<file path="src/rtl/psg_fir_mc.sv">
// psg_fir_mc: multi-channel, time-multiplexed serial-MAC FIR filter.
// One shared multiplier walks the taps of the selected channel, one product
// per cycle, against a single signed-magnitude coefficient bank. The result is
// rounded half toward +inf, then saturated. Bypass returns the sample as-is.
module psg_fir_mc #(
   parameter int unsigned TAPS     = 16,
   parameter int unsigned DW       = 15,
   parameter int unsigned CW       = 12,
   parameter int unsigned CHANNELS = 2,
   localparam int unsigned AW      = $clog2(TAPS),
   localparam int unsigned CHW     = (CHANNELS > 1) ? $clog2(CHANNELS) : 1
) (
   input  logic           clk,
   input  logic           rst_n,
   input  logic           in_valid,
   output logic           in_ready,
   input  logic [CHW-1:0] in_ch,
   input  logic [DW-1:0]  in_data,
   output logic           out_valid,
   output logic [CHW-1:0] out_ch,
   output logic [DW-1:0]  out_data,
   input  logic           bypass,
   input  logic           coef_wr,
   input  logic [AW-1:0]  coef_adr,
   input  logic [CW:0]    coef_din,
   output logic           coef_drop,
   input  logic           coef_clr
);

   localparam int unsigned ACCW = DW + CW + AW + 1;
   localparam int unsigned PW   = DW + CW + 1;

   localparam logic [CHW:0]           NCH   = (CHW + 1)'(CHANNELS);
   localparam logic [AW-1:0]          KLAST = AW'(TAPS - 1);
   localparam logic signed [ACCW-1:0] HALF  = ACCW'(1) << (CW - 1);
   localparam logic signed [ACCW-1:0] SMAX  = ACCW'((1 << (DW - 1)) - 1);
   localparam logic signed [ACCW-1:0] SMIN  = ~SMAX;

   typedef enum logic [1:0] {
      S_IDLE,
      S_MAC,
      S_OUT
   } state_e;

   state_e state_q, state_d;

   logic [AW-1:0]          k_q, k_d;
   logic [CHW-1:0]         ch_q, ch_d;
   logic                   byp_q, byp_d;
   logic signed [ACCW-1:0] acc_q, acc_d;
   logic                   out_valid_q, out_valid_d;
   logic [CHW-1:0]         out_ch_q, out_ch_d;
   logic [DW-1:0]          out_data_q, out_data_d;
   logic                   drop_q, drop_d;

   logic [DW-1:0] tap_q  [CHANNELS][TAPS];
   logic [CW-1:0] cmag_q [TAPS];
   logic          csgn_q [TAPS];

   logic                   accept;
   logic                   ch_ok;
   logic                   coef_we;
   logic [DW-1:0]          tap_sel;
   logic signed [PW-1:0]   mul_a, mul_b, prod;
   logic signed [ACCW-1:0] prod_ext;
   logic signed [ACCW-1:0] rsum, rnd;
   logic [DW-1:0]          sat;

   assign accept  = in_valid && (state_q == S_IDLE);
   assign ch_ok   = {1'b0, in_ch} < NCH;
   assign coef_we = coef_wr && (state_q == S_IDLE);

   assign out_valid = out_valid_q;
   assign out_ch    = out_ch_q;
   assign out_data  = out_data_q;
   assign coef_drop = drop_q;

   // Shared multiplier, rounding and saturation of the finished accumulator.
   always_comb begin
      tap_sel  = tap_q[ch_q][k_q];
      mul_a    = $signed({{(DW + 1){1'b0}}, cmag_q[k_q]});
      mul_b    = $signed({{(CW + 1){tap_sel[DW-1]}}, tap_sel});
      prod     = mul_a * mul_b;
      prod_ext = {{AW{prod[PW-1]}}, prod};
      rsum     = acc_q + HALF;
      rnd      = rsum >>> CW;
      if (rnd > SMAX) begin
         sat = SMAX[DW-1:0];
      end else if (rnd < SMIN) begin
         sat = SMIN[DW-1:0];
      end else begin
         sat = rnd[DW-1:0];
      end
   end

   // FSM state register.
   always_ff @(posedge clk or negedge rst_n) begin
      if (!rst_n) begin
         state_q <= S_IDLE;
      end else begin
         state_q <= state_d;
      end
   end

   // FSM next state and handshake output; discarded channels stay in IDLE.
   always_comb begin
      state_d  = state_q;
      in_ready = 1'b0;
      case (state_q)
         S_IDLE: begin
            in_ready = 1'b1;
            if (accept && ch_ok) begin
               state_d = bypass ? S_OUT : S_MAC;
            end
         end
         S_MAC: begin
            if (k_q == KLAST) begin
               state_d = S_OUT;
            end
         end
         S_OUT:   state_d = S_IDLE;
         default: state_d = S_IDLE;
      endcase
   end

   // Datapath next state: accumulate, present result, track dropped writes.
   // The bypass result is tap 0 of the latched channel, which holds the
   // accepted sample until the next accept, so no extra sample register.
   always_comb begin
      k_d         = k_q;
      ch_d        = ch_q;
      byp_d       = byp_q;
      acc_d       = acc_q;
      out_valid_d = 1'b0;
      out_ch_d    = out_ch_q;
      out_data_d  = out_data_q;
      drop_d      = drop_q;
      case (state_q)
         S_IDLE: begin
            if (accept) begin
               acc_d = '0;
               k_d   = '0;
               if (ch_ok) begin
                  ch_d  = in_ch;
                  byp_d = bypass;
               end
            end
         end
         S_MAC: begin
            acc_d = csgn_q[k_q] ? (acc_q - prod_ext) : (acc_q + prod_ext);
            k_d   = k_q + 1'b1;
         end
         S_OUT: begin
            out_valid_d = 1'b1;
            out_ch_d    = ch_q;
            out_data_d  = byp_q ? tap_q[ch_q][0] : sat;
         end
         default: ;
      endcase
      if (coef_clr) begin
         drop_d = 1'b0;
      end
      if (coef_wr && (state_q != S_IDLE)) begin
         drop_d = 1'b1;
      end
   end

   // Datapath registers.
   always_ff @(posedge clk or negedge rst_n) begin
      if (!rst_n) begin
         k_q         <= '0;
         ch_q        <= '0;
         byp_q       <= 1'b0;
         acc_q       <= '0;
         out_valid_q <= 1'b0;
         out_ch_q    <= '0;
         out_data_q  <= '0;
         drop_q      <= 1'b0;
      end else begin
         k_q         <= k_d;
         ch_q        <= ch_d;
         byp_q       <= byp_d;
         acc_q       <= acc_d;
         out_valid_q <= out_valid_d;
         out_ch_q    <= out_ch_d;
         out_data_q  <= out_data_d;
         drop_q      <= drop_d;
      end
   end

   // Per-channel delay lines: shift on every accept of a valid channel.
   always_ff @(posedge clk or negedge rst_n) begin
      if (!rst_n) begin
         for (int unsigned c = 0; c < CHANNELS; c++) begin
            for (int unsigned k = 0; k < TAPS; k++) begin
               tap_q[c][k] <= '0;
            end
         end
      end else if (accept && ch_ok) begin
         tap_q[in_ch][0] <= in_data;
         for (int unsigned k = 1; k < TAPS; k++) begin
            tap_q[in_ch][k] <= tap_q[in_ch][k-1];
         end
      end
   end

   // Coefficient bank: writable only while idle.
   always_ff @(posedge clk or negedge rst_n) begin
      if (!rst_n) begin
         for (int unsigned k = 0; k < TAPS; k++) begin
            cmag_q[k] <= '0;
            csgn_q[k] <= 1'b0;
         end
      end else if (coef_we) begin
         cmag_q[coef_adr] <= coef_din[CW-1:0];
         csgn_q[coef_adr] <= coef_din[CW];
      end
   end

endmodule
</file>
<file path="config.mk">
export PLATFORM = sky130hd
export DESIGN_NAME = psg_fir_mc
export DESIGN_NICKNAME = d
export VERILOG_FILES = /design/src/rtl/psg_fir_mc.sv
export SDC_FILE = /design/constraint.sdc
export NUM_CORES = 2
export LEC_CHECK = 0
export ABC_CLOCK_PERIOD_IN_PS = 19400
export CORE_AREA = 8 8 291 350
export CTS_BUF_LIST = sky130_fd_sc_hd__clkbuf_8 sky130_fd_sc_hd__clkbuf_16
export DETAILED_ROUTE_END_ITERATION = 12
export DIE_AREA = 0 0 299 358
export GPL_TIMING_DRIVEN = 0
export HOLD_SLACK_MARGIN = 0.02
export PLACE_DENSITY = 0.63
export SKIP_CTS_REPAIR_TIMING = 1
export SYNTH_ARGS = -nofsm -noshare
export SYNTH_HDL_FRONTEND = slang
export SYNTH_SLANG_ARGS = --single-unit
</file>
<file path="constraint.sdc">
create_clock -name clk -period 19.4 [get_ports clk]
set_input_delay 5.82 -clock clk [delete_from_list [all_inputs] [get_ports clk]]
set_output_delay 5.82 -clock clk [all_outputs]
set_load 0.1 [all_outputs]
</file>
==> qor.csv <==
stage,metric,value,unit
detailed_routing,DRC viols,0,
sta,Worst-Margin Slew,1.407,ns
synth,Simple-Gate Fraction of Synth Area,5.782,%
synth,Compound-Gate Fraction of Synth Area,4.815,%
setup_path,required time of the critical path,19.89,ns
setup_path,R2R setup slack,5.00,ns
synth,Yosys cell types,68,
die,IO Pins,58,
sta,# setup viols final,0,
setup_path,CP endpoint kind,flop,
detailed_routing,via count,27362,
cells_and_area,"commonest cells after routing, fill and taps aside","dfrtp_1 (746), mux2_2 (700), inv_1 (287), nand2_1 (213), fa_1 (169)",
sta,Max Clock Freq,69.43,MHz
cells_and_area,NumNets Final,3806,
global_route,gr ovfl total,0,
sta,setup tns final,0,ns
clocking,clk_lat worst skew,0.63,ns
synth,Ys Warns,0,
setup_path,Top delay family on crit path,buffers and inverters,
global_route,vias in the first global route,28755,
setup_path,crit path DAT,14.90,ns
detailed_routing,drt first pass iters,6,
clocking,CTS tree,yes,
sta,Slew Limit Fails,0,
setup_path,startpoint types,flop,
setup_path,reg-to-reg endpoint,acc_q[28]$_DFFE_PN0P_,
clocking,"CTS clk-pin slew, worst paths",0.07,ns
global_route,largest net degree at the start of global routing,123,
die,placeable core region,0.09603,mm2
place,HPWL after detailed placement,84060,um
synth,Netlist Area Pre-Place,0.04285,mm2
place,Port Buf Inserts,55,
cells_and_area,area grow syn2layout,11.17,%
synth,synthesized netlist net count,3666,
synth,largest family of logic cells by synthesized area,multiplexers,
min_path,hold crit path type,flop to flop,
clocking,CTS sink cnt,746,
setup_path,critical path buffer and inverter count,12,
global_route,initial antenna violation count,2,
clocking,TritonCTS buffer count,75,
setup_path,cell depth of the worst setup path,41,
cells_and_area,"most common cell after layout, fill and taps aside",dfrtp_1,
job,Max Cap Viol,0,
outcome,status,"complete, no violations",
die,Die Wd,299,um
die,Initial Util,44.62,%
setup_path,Crit Path Max Fanout,10,
setup_path,slowest cell delay on critical path,0.95,ns
place,routability cong.,0.8573,
setup_path,RR Startpoint,k_q[0]$_DFFE_PN0P_,
synth,top cell type by total area after synthesis,dfrtp_1,
synth,register area share after synthesis,43.57,%
setup_path,origin of the worst setup path,k_q[0]$_DFFE_PN0P_,
setup_path,Setup Crit Path Kind,flop to flop,
detailed_routing,Avg WL per Cell,22.83,um
cells_and_area,layout cells sized above 1,28.14,%
sta,RSZ-0062 raised after global routing,no,
synth,Post-Synth Adder-Cell Area,10.79,%
die,Die Ht,358,um
sta,Tcrit/Tclk final,74.24,%
synth,post-synth top area share,43.57,%
sta,Clock Skew,0.02952,ns
sta,Fin. Hold Viols,0,
detailed_routing,drt total wl,110300,um
detailed_routing,via/cell ratio,5.666,
setup_path,Critical Path Sink,acc_q[28]$_DFFE_PN0P_,
clocking,CTS H-tree lvls,3,
synth,Synth Flop Type,dfrtp_1,
synth,mux cell area share after synthesis,29.16,%
die,die area,0.1070,mm2
synth,number of flops mapped to enable cells by yosys,0,
global_route,Total GRT Usage,20.66,%
synth,Synth area leaders,"dfrtp_1 (44%), mux2_2 (18%), mux4_2 (8.4%)",
clocking,Clock Tree Buf Depth,3,
clocking,CTS root buf,clkbuf_16,
synth,post-synthesis register bit count,746,
synth,post-synthesis average cell area,12.76,um2
sta,Tmin final,14.40,ns
synth,ys async rst share,100.0,%
global_route,first-pass GRT wire length,172400,um
sta,worst hold margin,0.4817,ns
detailed_routing,Post-DRT Antenna Nets,0,
sta,slew margin rel.,6.189,%
synth,XOR/XNOR Fraction of Synth Area,1.778,%
die,FP Rows,125,
detailed_routing,Initial DRC Count,1665,
setup_path,Worst path slowest cell,buf_1,
synth,Cells after Synth,3359,
setup_path,R2R cell count,41,
==> worst min path at each step <==
stage / start / end / slack [ns] / depth (start not counted)
finish: out_data[10]$_DFFE_PN0P_ / out_data[10]$_DFFE_PN0P_ / 0.48 / 2
global placement: out_data[10]$_DFFE_PN0P_ / out_data[10]$_DFFE_PN0P_ / 0.47 / 2
detailed placement: out_data[10]$_DFFE_PN0P_ / out_data[10]$_DFFE_PN0P_ / 0.48 / 2
CTS: out_data[10]$_DFFE_PN0P_ / out_data[10]$_DFFE_PN0P_ / 0.49 / 2
global route: cmag_q[41]$_DFFE_PN0P_ / cmag_q[41]$_DFFE_PN0P_ / 0.51 / 1
floorplan: acc_q[3]$_DFFE_PN0P_ / acc_q[3]$_DFFE_PN0P_ / 0.46 / 2
==> metal layers <==
| metal | GRT usage, % | part of all wire (%) | up-vias |
|---|---|---|---|
| met5 | 0 | 0 | - |
| met4 | 6.694 | 3.0 | 0 |
| met3 | 2.360 | 3.5 | 170 |
| met2 | 36.42 | 52 | 559 |
| met1 | 26.51 | 42 | 14537 |
| li1 | - | - | 12096 |
==> per-stage QoR <==
stage | instance area (um2) | worst slack [ns] | std cells | utilization (%)
after floorplan | 42850 | 8.670 | 3359 | -
after global placement | 44990 | -21.81 | 4684 | 46.85
final | 47640 | 4.997 | 4829 | 49.61
after global routing | 47630 | 4.167 | 4827 | 49.60
after detailed placement | 45190 | 5.117 | 4691 | 47.06
after CTS | 47630 | 5.039 | 4826 | 49.60
==> area by class of cell <==
cell class	count	area, um2
multi-input cells	2148	22420
plain buffers	197	755.7
fillers	8619	48390
clock inverters	43	295.3
flip-flops and latches	746	18670
well taps	1270	1589
clock buffers	92	2145
diodes	2	5.005
inverters	268	1006
repair buffers	63	753.2
==> registers in the layout (all words and copies together) (netlist names) <==
signal / cells
coef_drop: 1
cmag_q: 192
ch_q: 1
out_ch: 1
csgn_q: 16
state_q: 2
tap_q: 480
out_valid: 1
k_q: 4
byp_q: 1
acc_q: 32
out_data: 15
==> cells by family after synthesis <==
group	Yosys count
fa+ha+maj	268
buf+inv	465
xor+xnor	87
simple gates	513
compound gates	319
mux	961
flops	746
==> worst min-delay path: stages, from the launching register on <==
cell     delay [ns]
dfrtp_1        0.34
nand2_1        0.05
o21ai_0        0.06
==> synth_stat cells (11+ instances only) <==
cell and number:
mux4_2 160, inv_1 267, o21ai_0 102, and3_1 21, nand3_1 41, xor2_1 43, nand4_1 11, a21oi_1 70
a21o_1 27, nor3_1 13, dfrtp_1 746, xnor2_1 44, nand2_1 213, fa_1 169, nor2_1 72, clkbuf_1 155
a221oi_1 24, mux2_2 700, nand2b_1 18, nor2b_1 42, buf_1 35, mux2i_1 101, ha_1 99, and2_1 48
Power is not shown: default switching activity piles up to over one toggle a cycle in this logic, so the estimate is an artifact.
